==> src/rtl/isp_ctrl_pkg.sv <==
// Shared definitions for the ISP pipeline control block:
// register offsets, CMD/STATUS bit positions, FSM encoding.
package isp_ctrl_pkg;

  localparam logic [2:0] OFF_CTRL   = 3'd0;
  localparam logic [2:0] OFF_CMD    = 3'd1;
  localparam logic [2:0] OFF_STATUS = 3'd2;
  localparam logic [2:0] OFF_TARGET = 3'd3;
  localparam logic [2:0] OFF_COUNT  = 3'd4;
  localparam logic [2:0] OFF_IRQEN  = 3'd5;

  localparam int CMD_START = 0;
  localparam int CMD_ABORT = 1;

  localparam int ST_BUSY   = 0;
  localparam int ST_DONE   = 1;
  localparam int ST_ABORTD = 2;

  localparam int IRQ_DONE   = 0;
  localparam int IRQ_ABORTD = 1;

  typedef enum logic [1:0] {
    S_IDLE  = 2'd0,
    S_RUN   = 2'd1,
    S_DRAIN = 2'd2
  } state_t;

  typedef struct packed {
    logic        en;
    logic [2:0]  off;
    logic [31:0] data;
  } reg_wr_t;

endpackage

==> src/rtl/ahb_reg_if.sv <==
// AHB-Lite address-phase capture and data-phase write strobe
// for small word-addressed register banks.
module ahb_reg_if
  import isp_ctrl_pkg::*;
(
  input  logic        HCLK,
  input  logic        HRESETn,
  input  logic        HSEL,
  input  logic [31:0] HADDR,
  input  logic [1:0]  HTRANS,
  input  logic        HWRITE,
  input  logic [31:0] HWDATA,
  input  logic        HREADY,
  output logic        rd_vld,
  output logic [2:0]  rd_off,
  output reg_wr_t     wr
);

  logic       ph_vld;
  logic       ph_wr;
  logic [2:0] ph_off;

  always_ff @(posedge HCLK or negedge HRESETn) begin
    if (!HRESETn) begin
      ph_vld <= 1'b0;
      ph_wr  <= 1'b0;
      ph_off <= '0;
    end else if (HREADY) begin
      ph_vld <= HSEL & HTRANS[1];
      ph_wr  <= HWRITE;
      ph_off <= HADDR[4:2];
    end
  end

  assign rd_vld  = ph_vld & ~ph_wr;
  assign rd_off  = ph_off;
  assign wr.en   = ph_vld & ph_wr;
  assign wr.off  = ph_off;
  assign wr.data = HWDATA;

  logic unused_ok;
  assign unused_ok = ^{HADDR[31:5], HADDR[1:0], HTRANS[0]};

endmodule

==> src/rtl/ahblite_isp_ctrl.sv <==
// AHB-Lite control/status block for an ISP pipeline:
// channel enables, frame counting run FSM, interrupts.
module ahblite_isp_ctrl
  import isp_ctrl_pkg::*;
#(
  parameter int NUM_CH = 4,
  parameter int CNT_W  = 16
) (
  input  logic              HCLK,
  input  logic              HRESETn,
  input  logic              HSEL,
  input  logic [31:0]       HADDR,
  input  logic [1:0]        HTRANS,
  input  logic [2:0]        HSIZE,
  input  logic [3:0]        HPROT,
  input  logic              HWRITE,
  input  logic [31:0]       HWDATA,
  input  logic              HREADY,
  output logic              HREADYOUT,
  output logic              HRESP,
  output logic [31:0]       HRDATA,
  output logic [NUM_CH-1:0] ch_en,
  output logic              run,
  input  logic              frame_done,
  input  logic              core_idle,
  output logic              irq
);

  logic       rd_vld;
  logic [2:0] rd_off;
  reg_wr_t    wr;

  ahb_reg_if u_if (
    .HCLK    (HCLK),
    .HRESETn (HRESETn),
    .HSEL    (HSEL),
    .HADDR   (HADDR),
    .HTRANS  (HTRANS),
    .HWRITE  (HWRITE),
    .HWDATA  (HWDATA),
    .HREADY  (HREADY),
    .rd_vld  (rd_vld),
    .rd_off  (rd_off),
    .wr      (wr)
  );

  assign HREADYOUT = 1'b1;
  assign HRESP     = 1'b0;

  state_t            state, state_n;
  logic [NUM_CH-1:0] ctrl;
  logic [CNT_W-1:0]  target;
  logic [CNT_W-1:0]  count;
  logic [1:0]        irqen;
  logic              done;
  logic              abortd;
  logic              busy;

  logic wr_ctrl, wr_cmd, wr_stat, wr_tgt, wr_irqen;

  always_comb begin
    wr_ctrl  = 1'b0;
    wr_cmd   = 1'b0;
    wr_stat  = 1'b0;
    wr_tgt   = 1'b0;
    wr_irqen = 1'b0;
    if (wr.en) begin
      unique case (1'b1)
        wr.off == OFF_CTRL:   wr_ctrl  = 1'b1;
        wr.off == OFF_CMD:    wr_cmd   = 1'b1;
        wr.off == OFF_STATUS: wr_stat  = 1'b1;
        wr.off == OFF_TARGET: wr_tgt   = 1'b1;
        wr.off == OFF_IRQEN:  wr_irqen = 1'b1;
        default: ;
      endcase
    end
  end

  // Abort outranks start when both bits are written together
  logic abort_w, start_w;
  assign abort_w = wr_cmd & wr.data[CMD_ABORT];
  assign start_w = wr_cmd & wr.data[CMD_START] & ~abort_w;

  logic [CNT_W-1:0] cnt_inc;
  logic             tgt_hit;
  logic             go;
  logic             counting;
  logic             done_set;
  logic             abortd_set;

  assign cnt_inc  = (&count) ? count : count + CNT_W'(1);
  assign tgt_hit  = (|target) && (cnt_inc == target);
  assign go       = (state == S_IDLE) & start_w & (|ctrl);
  assign counting = (state == S_RUN) | (state == S_DRAIN);
  assign done_set = (state == S_RUN) & frame_done & ~abort_w & tgt_hit;
  assign abortd_set = (state == S_DRAIN) & core_idle;

  always_ff @(posedge HCLK or negedge HRESETn) begin
    if (!HRESETn) state <= S_IDLE;
    else          state <= state_n;
  end

  always_comb begin
    state_n = state;
    run     = 1'b0;
    busy    = 1'b0;
    case (state)
      S_IDLE: begin
        if (go) state_n = S_RUN;
      end
      S_RUN: begin
        run  = 1'b1;
        busy = 1'b1;
        if (abort_w)                   state_n = S_DRAIN;
        else if (frame_done & tgt_hit) state_n = S_IDLE;
      end
      S_DRAIN: begin
        busy = 1'b1;
        if (core_idle) state_n = S_IDLE;
      end
      default: state_n = S_IDLE;
    endcase
  end

  always_ff @(posedge HCLK or negedge HRESETn) begin
    if (!HRESETn) begin
      ctrl   <= '0;
      target <= '0;
      irqen  <= '0;
      count  <= '0;
      done   <= 1'b0;
      abortd <= 1'b0;
    end else begin
      if (wr_ctrl)  ctrl   <= wr.data[NUM_CH-1:0];
      if (wr_tgt)   target <= wr.data[CNT_W-1:0];
      if (wr_irqen) irqen  <= wr.data[1:0];
      if (go)                           count <= '0;
      else if (counting & frame_done)   count <= cnt_inc;
      // Set events win over a coincident W1C
      if (done_set)
        done <= 1'b1;
      else if (go | (wr_stat & wr.data[ST_DONE]))
        done <= 1'b0;
      if (abortd_set)
        abortd <= 1'b1;
      else if (wr_stat & wr.data[ST_ABORTD])
        abortd <= 1'b0;
    end
  end

  assign ch_en = ctrl;
  assign irq   = (done & irqen[IRQ_DONE]) | (abortd & irqen[IRQ_ABORTD]);

  always_comb begin
    HRDATA = '0;
    if (rd_vld) begin
      case (rd_off)
        OFF_CTRL:   HRDATA = 32'(ctrl);
        OFF_STATUS: begin
          HRDATA[ST_BUSY]   = busy;
          HRDATA[ST_DONE]   = done;
          HRDATA[ST_ABORTD] = abortd;
        end
        OFF_TARGET: HRDATA = 32'(target);
        OFF_COUNT:  HRDATA = 32'(count);
        OFF_IRQEN:  HRDATA = 32'(irqen);
        default:    HRDATA = '0;
      endcase
    end
  end

  logic unused_ok;
  assign unused_ok = ^{HSIZE, HPROT, wr.data};

endmodule

==> config.mk <==
export PLATFORM = sky130hd
export DESIGN_NAME = ahblite_isp_ctrl
export DESIGN_NICKNAME = d
export VERILOG_FILES = /design/src/rtl/isp_ctrl_pkg.sv /design/src/rtl/ahb_reg_if.sv /design/src/rtl/ahblite_isp_ctrl.sv
export SDC_FILE = /design/constraint.sdc
export NUM_CORES = 1
export LEC_CHECK = 0
export ABC_AREA = 1
export BUFFER_PORTS_ARGS = -buffer_cell sky130_fd_sc_hd__buf_4
export CORE_MARGIN = 5
export CORE_UTILIZATION = 46
export CTS_CLUSTER_SIZE = 40
export DETAILED_ROUTE_END_ITERATION = 7
export PLACE_DENSITY = 0.77
export SETUP_SLACK_MARGIN = 0.3
export SYNTH_ARGS = -nofsm -noshare
export SYNTH_HDL_FRONTEND = slang
export SYNTH_HIERARCHICAL = 1
export SYNTH_SLANG_ARGS = --single-unit
export TNS_END_PERCENT = 1
==> constraint.sdc <==
create_clock -name HCLK -period 2.1 [get_ports HCLK]
set_input_delay 0.315 -clock HCLK [delete_from_list [all_inputs] [get_ports HCLK]]
set_output_delay 0.315 -clock HCLK [all_outputs]
set_load 0.005 [all_outputs]
==> results of run 1 <==
-- layer usage --
metal  track usage, %  up-vias  routed length [um]
li1                 -     1703                   -
met2             35.6      246                4900
met4             8.41        0                 427
met3             3.91       52                1110
met1             28.8     1654                3990
met5                0        -                   0
-- per-stage QoR --
stage / instance area (um2) / TNS (ns)
2_1_floorplan: 3470 / 0
3_3_place_gp: 3800 / -0.182
3_5_place_dp: 3800 / -0.344
4_1_cts: 4140 / 0
5_1_grt: 4330 / -0.921
6_report: 4330 / -0.327
-- power groups by stage --
stage	clock network [mW]	registers, mW	logic (mW)
final	0.666	1.46	2.01
after global routing	0.701	1.50	2.19
after CTS	0.671	1.43	1.82
after detailed placement	0	1.44	1.62
after global placement	0	1.43	1.57
after floorplan	0	1.38	1.09
-- how the worst min path moves through the flow --
stage	end	slack, ns
final	irqen[1]	0.01
after global routing	u_if/rd_off[2]	0.06
after CTS	u_if/rd_off[2]	0.04
after detailed placement	irqen[0]	0.37
after global placement	u_if/rd_off[2]	0.37
after floorplan	abortd	0.02
-- cell usage in the layout (no fill, tap or decap), types with 2 or more instances in the layout --
| cell | count |
|---|---|
| nor2_1 | 49 |
| xor2_1 | 2 |
| o22ai_1 | 22 |
| nor4_1 | 2 |
| conb_1 | 18 |
| clkbuf_8 | 5 |
| nand2_4 | 4 |
| a2111oi_2 | 2 |
| inv_2 | 3 |
| o21ai_0 | 26 |
| dfrtp_1 | 42 |
| a21oi_1 | 12 |
| buf_6 | 3 |
| nor2_4 | 9 |
| ha_1 | 2 |
| nand4_1 | 9 |
| nand3_2 | 12 |
| dfrtp_2 | 5 |
| nand2_2 | 16 |
| nand2_1 | 110 |
| buf_4 | 78 |
| nand2_8 | 4 |
| nand3_1 | 39 |
| ha_4 | 2 |
| nor2_2 | 6 |
| inv_1 | 75 |
-- flip-flops by register name, indices dropped and copies added, names as in the netlist --
register     count
count           16
target          16
ch_en            4
u_if/rd_off      3
irqen            2
state            2
abortd           1
done             1
u_if/ph_vld      1
u_if/ph_wr       1
-- cell type report --
class                   instances  area [um2]  area share, %
repair buffers                 82         634           14.6
multi-input cells             356        1970           45.5
well taps                      99         124           2.86
clock inverters                 1        30.0          0.693
inverters                      80         318           7.34
flip-flops and latches         47        1180           27.3
clock buffers                   6        72.6           1.68
-- critical path, cell delays in order, from the launching register on --
cell and delay (ns):
dfrtp_1 0.41, ha_4 0.20, nand2_4 0.06, nor2_4 0.12
nand2_4 0.12, buf_4 0.16, nor2_4 0.10, nand3_2 0.09
nand3_1 0.10, nand3_1 0.09, nor2_1 0.18, nand3_2 0.13
o21bai_4 0.17, nand2_2 0.07, nand2_2 0.07, nand2_2 0.05
-- what timing repair did --
item	CTS	global route
hold buffers	0	0
resized for setup	43	40
setup buffers	5	5
pin swaps	17	20
cloned	3	0
setup endpoints to repair	35	35
==> flow_summary.json, run 1 <==
{
  "fillers": 649,
  "drtAntennaViolNets": 0,
  "fin_crit_ns": 2.22,
  "start_util_pct": 47.1,
  "final_util_pct": 60.0,
  "drt_iter0_markers": 438,
  "hp-class": "in2async",
  "antenna_found_initial": 0,
  "pwr-share-comb_pct": 48.6,
  "pre_cts_ws_ns": -0.127,
  "grt_usage_pct": 21.8,
  "grt_pass1_vias": 3341,
  "yosysWarnings": 6,
  "htree_levels": 2,
  "fin_ws_ns": -0.117,
  "violations": "setup timing",
  "leakage_nw": 2.15,
  "drc": 0,
  "grt_max_degree": 48,
  "r2r_slack_ns": -0.12,
  "cts_num_sinks": 47,
  "fin_nets": 656,
  "numCtsBuffers": 5,
  "fp.dieW_um": 95.9,
  "hold_viol_final": 0,
  "tightest_slew_ns": 0.614,
  "dieArea_um2": 9200,
  "ctsLongestPathBuffers": 2,
  "r2r-end": "state[1]",
  "switching_share_pct": 42.9,
  "clkTransAtPathRegs_ns": 0.09,
  "path_class": "reg2reg",
  "post-dp-hpwl_mm": 6.81,
  "peakVddDrop_v": 0.000606,
  "wirelength_mm": 10.4,
  "p_sw_mw": 1.78,
  "dp_cells": 651,
  "root_buffer": "clkbuf_8",
  "critical_path.reg2reg.startpoint": "count[1]",
  "timing.fmax_mhz": 451,
  "syn_inst": 513,
  "antenna_cells": 0,
  "seqPwrFrac_pct": 35.3,
  "worstRegToRegCells": 15,
  "syn_to_final_growth_pct": 27.5,
  "syn-cell-area_um2": 3400,
  "first_pass_iters": 6,
  "max_cap_violations": 0,
  "wire_per_inst_um": 15.5,
  "total_power_mw": 4.14,
  "p_int_mw": 2.36,
  "cp.required_ns": 2.29,
  "fin_crit_sh_pct": 106,
  "row_count": 31,
  "cts_tree": "yes",
  "syn_avg_cell_area_um2": 6.62,
  "relSlewSlack_pct": 59.0,
  "critPathMaxFanout": 5,
  "clock_latency_ns": 0.30,
  "dr_total_vias": 3655,
  "whs_ns": 0.0141,
  "pwr-share-clk_pct": 16.1,
  "post_layout_nonfiller_instances": 671,
  "grt_pass1_wl_mm": 15.7,
  "viasPerCell": 5.45,
  "drv_slew": 0,
  "ios": 120,
  "gr-total-overflow": 0,
  "power_density_nw_per_um2": 955,
  "gp_congestion": 0.936,
  "start_kind": "register",
  "setup_viol": 3,
  "status": "finished, violations left",
  "crit_start": "count[1]",
  "core_um2": 7210,
  "cp_data_arrival_time_ns": 2.41,
  "drive_gt1_share_pct": 27.3,
  "fp.dieH_um": 95.9,
  "io_buffer_count": 48,
  "final.setup_skew_ns": 0.00730,
  "rsz0062_at_grt": "yes",
  "cp-endpoint": "state[1]",
  "worst_setup_path_end_kind": "register"
}
Note: power is estimated with default switching activity, not from simulation.
==> inputs of run 2 (changes only) <==
Settings changed: ABC_AREA 1 to unset, CORE_UTILIZATION 46 to 47, PLACE_DENSITY 0.77 to 0.78.
==> flow_summary.json, run 2 <==
{
  "syn_avg_cell_area_um2": 9.51,
  "worst_setup_path_end_kind": "register",
  "fin_crit_ns": 2.66,
  "clock_latency_ns": 0.32,
  "syn-cell-area_um2": 3630,
  "ctsLongestPathBuffers": 2,
  "start_util_pct": 47.7,
  "path_class": "reg2reg",
  "design_area_um2": 4840,
  "peakVddDrop_v": 0.000564,
  "final_cell_mix": "131 x buf_4, 43 x dfrtp_1, 31 x mux2_2",
  "gr-total-overflow": 0,
  "grt_pass1_vias": 3569,
  "switching_share_pct": 38.9,
  "fin_tns_setup_ns": -1.62,
  "syn_to_final_growth_pct": 33.2,
  "seqPwrFrac_pct": 33.7,
  "numCtsBuffers": 5,
  "htree_levels": 2,
  "p_sw_mw": 1.63,
  "grt_pass1_wl_mm": 18.2,
  "pwr-share-clk_pct": 17.0,
  "p_int_mw": 2.55,
  "antenna_cells": 0,
  "pre_cts_ws_ns": -0.566,
  "total_power_mw": 4.18,
  "io_buffer_count": 48,
  "cts_num_sinks": 47,
  "grt_usage_pct": 23.3,
  "cts_hold_buffers": 0,
  "root_buffer": "clkbuf_8",
  "leakage_nw": 2.11,
  "drc": 0,
  "ios": 120,
  "drt_iter0_markers": 279,
  "drtAntennaViolNets": 0,
  "grt_max_degree": 48,
  "cts_tree": "yes",
  "fin_crit_sh_pct": 127,
  "violations": "setup timing",
  "start_kind": "register",
  "setup_viol": 4,
  "yosysWarnings": 6,
  "fin_ws_ns": -0.559,
  "syn_inst": 382,
  "status": "finished, violations left",
  "final_common_cell": "buf_4",
  "final.setup_skew_ns": 0.00947,
  "dr_total_vias": 3560,
  "power_density_nw_per_um2": 864,
  "relSlewSlack_pct": 59.2,
  "dpl-instance-area_um2": 4450,
  "crit_start": "count[0]",
  "cp_data_arrival_time_ns": 2.86,
  "timing.fmax_mhz": 376,
  "first_pass_iters": 5,
  "drive_gt1_share_pct": 46.1,
  "fin_nets": 575,
  "rsz0062_at_grt": "yes",
  "pwr-share-comb_pct": 49.3,
  "wirelength_mm": 11.3,
  "fillers": 604,
  "hold_viol_final": 0,
  "antenna_found_initial": 0,
  "critPathMaxFanout": 3,
  "fp.dieH_um": 97.9,
  "gp_congestion": 0.922,
  "max_cap_violations": 0,
  "clkTransAtPathRegs_ns": 0.10,
  "fp.dieW_um": 97.9,
  "drv_slew": 0,
  "post-dp-hpwl_mm": 8.12,
  "core_um2": 7610,
  "whs_ns": 0.00755,
  "wire_per_inst_um": 19.0,
  "critical_path.reg2reg.startpoint": "count[0]",
  "viasPerCell": 5.99,
  "cp.required_ns": 2.31,
  "row_count": 32,
  "hp-class": "in2async",
  "tightest_slew_ns": 0.613,
  "dieArea_um2": 9590
}
-- run 2: cell type report --
type / count / area (um2) / share of cell area, %
clock inverter: 3 / 46.3 / 0.957
tap: 102 / 128 / 2.64
multi-input combinational: 286 / 2240 / 46.3
sequential: 47 / 1180 / 24.4
clock buffer: 5 / 68.8 / 1.42
inverter: 6 / 22.5 / 0.465
timing repair buffer: 145 / 1150 / 23.8
-- run 2: critical path, stage by stage (launching register included) --
cell and delay, ns:
dfrtp_2 0.45, buf_6 0.13, buf_6 0.11, nand4_1 0.14, nor4_4 0.06, buf_4 0.15, a32oi_1 0.14, or3b_4 0.41
a2111oi_4 0.43, a311oi_1 0.15, or3b_1 0.38
-- run 2: what timing repair did --
| action | CTS | global route |
|---|---|---|
| resized for setup | 32 | 15 |
| buffers inserted | 8 | 0 |
| pin swaps | 19 | 13 |
| setup endpoints to repair | 34 | 38 |
-- run 2: worst paths after layout --
path | slack (ns) | end | cells past startpoint
min reg2reg | 0.58 | irqen[0] | 1
min | 0.008 | count[12] | 1
max | -0.56 | state[0] | 10
max reg2reg | -0.56 | state[0] | 10
max in group asynchronous | 1.65 | count[4] | 1
min in group HCLK | 0.22 | u_if/rd_off[1] | 2
-- run 2: stage by stage --
step | std cells | utilization [%]
4_1_cts | 594 | 62.8
2_1_floorplan | 398 | -
3_3_place_gp | 578 | 58.6
6_report | 594 | 63.6
3_5_place_dp | 578 | 58.6
5_1_grt | 594 | 63.6
-- run 2: per-layer routing --
layer / vias to the layer above / routed length, um / global-route usage [%]
li1: 1574 / - / -
met1: 1743 / 4550 / 30.3
met2: 208 / 5460 / 38.0
met3: 35 / 971 / 4.57
met4: 0 / 325 / 9.58
met5: - / 0 / 0
-- run 2: power by group through the flow --
stage          Clock, mW  Sequential, mW  Combinational, mW
6_report           0.711            1.41               2.06
2_1_floorplan          0            1.35               1.07
3_5_place_dp           0            1.42               1.76
4_1_cts            0.706            1.39               1.98
3_3_place_gp           0            1.40               1.73
5_1_grt            0.758            1.43               2.19
==> inputs of run 3 (changes only) <==
Settings changed: CORE_UTILIZATION 47 to 52, PLACE_DENSITY 0.78 to 0.81.
Clock period 2.1 ns to 2.75 ns, I/O delays scaled along.
==> flow_summary.json, run 3 (same netlist as run 2, synthesis figures left out) <==
{
  "max_cap_violations": 0,
  "grt_pass1_vias": 3328,
  "start_kind": "register",
  "row_count": 30,
  "cts_tree": "yes",
  "setup_viol": 0,
  "gp_congestion": 0.924,
  "dp_cells": 522,
  "final_cell_mix": "97 x buf_4, 42 x dfrtp_1, 31 x mux2_2",
  "path_class": "reg2reg",
  "hp-class": "in2async",
  "grt_usage_pct": 23.2,
  "fillers": 539,
  "hold_viol_final": 0,
  "dieArea_um2": 8760,
  "cp.required_ns": 2.94,
  "r2r_slack_ns": 0.16,
  "cpPeakStageDelay_ns": 0.41,
  "crit_start": "count[0]",
  "drtAntennaViolNets": 0,
  "drt_iter0_markers": 207,
  "cts_hold_buffers": 0,
  "antenna_cells": 0,
  "antenna_found_initial": 0,
  "start_util_pct": 53.5,
  "worst_setup_path_end_kind": "register",
  "post-dp-hpwl_mm": 7.12,
  "relSlewSlack_pct": 33.6,
  "cts_num_sinks": 47,
  "critical_path.reg2reg.startpoint": "count[0]",
  "syn_to_final_growth_pct": 20.5,
  "timing.fmax_mhz": 386,
  "status": "completed",
  "io_buffer_count": 48,
  "grt_max_degree": 48,
  "path_cells": "ha_4, nand4_4, buf_6, nor4_4, xnor2_1, a221o_1, a2111oi_4, a311oi_1, or3b_1",
  "fin_crit_ns": 2.59,
  "wirelength_mm": 9.82,
  "ios": 120,
  "fp.dieW_um": 93.6,
  "leakage_nw": 1.85,
  "rsz0062_at_grt": "yes",
  "tightest_slew_ns": 0.983,
  "core_um2": 6790,
  "fin_nets": 530,
  "numCtsBuffers": 5,
  "root_buffer": "clkbuf_8",
  "gr-total-overflow": 0,
  "clkTransAtPathRegs_ns": 0.10,
  "final_common_cell": "buf_4",
  "final.setup_skew_ns": 0.0120,
  "drive_gt1_share_pct": 38.0,
  "first_pass_iters": 5,
  "fin_tns_setup_ns": 0,
  "htree_levels": 2,
  "power_density_nw_per_um2": 647,
  "fin_crit_sh_pct": 94.2,
  "wire_per_inst_um": 18.1,
  "critPathMaxFanout": 5,
  "worstRegToRegCells": 9,
  "post_layout_nonfiller_instances": 543,
  "grt_pass1_wl_mm": 16.3,
  "peakVddDrop_v": 0.000459,
  "drv_slew": 0,
  "final_util_pct": 64.4,
  "r2r-end": "state[0]",
  "clock_latency_ns": 0.31,
  "cp_slowest_cell": "dfrtp_2",
  "cp-endpoint": "state[0]",
  "dr_total_vias": 3237,
  "fp.dieH_um": 93.6,
  "drc": 0,
  "viasPerCell": 5.96,
  "cp_data_arrival_time_ns": 2.78,
  "ctsLongestPathBuffers": 2
}
-- run 3: power breakdown --
part / internal (mW) / switching [mW]
clock: 0.274 / 0.257
combinational: 0.605 / 0.585
sequential: 0.860 / 0.251
total: 1.74 / 1.09
-- run 3: timing repair --
action / in CTS / in global routing
pin swaps: 8 / 5
endpoints found under the setup margin: 3 / 6
resized for setup: 14 / 6
buffers inserted: 10 / 3
-- run 3: worst max-delay path, delay by kind of cell (launching register included) --
family | cells | cell delay, ns
buf+inv | 1 | 0.16
compound gates | 3 | 0.91
fa+ha+maj | 1 | 0.17
simple gates | 3 | 0.73
xor+xnor | 1 | 0.10
flops | 1 | 0.41
-- run 3: worst min-delay path by stage --
| stage | from | endpoint | slack [ns] | cells after the start |
|---|---|---|---|---|
| final | HRESETn | count[11] | 0.10 | 1 |
| after global routing | HRESETn | target[3] | 0.15 | 1 |
| after CTS | HRESETn | count[9] | 0.12 | 1 |
| after detailed placement | HRESETn | target[12] | 0.46 | 1 |
| after global placement | HRESETn | target[8] | 0.45 | 1 |
| after floorplan | HRESETn | abortd | 0.12 | 0 |
-- run 3: through the flow --
step	power, mW	setup slack (ns)	hold slack [ns]	instance area [um2]
global route	3.00	0.0661	0.152	4380
finish	2.83	0.159	0.104	4380
detailed placement	2.22	0.0838	0.460	4070
CTS	2.78	0.154	0.123	4320
global placement	2.18	0.0846	0.454	4070
floorplan	1.85	0.289	0.117	3720
-- run 3: layout make-up --
type                       instances  area (um2)  area share, %
multi-input combinational        286        2180           49.7
clock buffer                       5        68.8           1.57
clock inverter                     3        46.3           1.06
timing repair buffer             100         762           17.4
inverter                           6        22.5          0.514
sequential                        47        1180           27.0
tap                               96         120           2.74
-- run 3: layer usage --
layer,GRT usage (%),vias to the layer above,part of all wire (%)
met1,29.7,1567,40
met5,0,-,0
met3,2.33,19,7.5
li1,-,1481,-
met4,9.63,0,2.1
met2,39.8,170,50
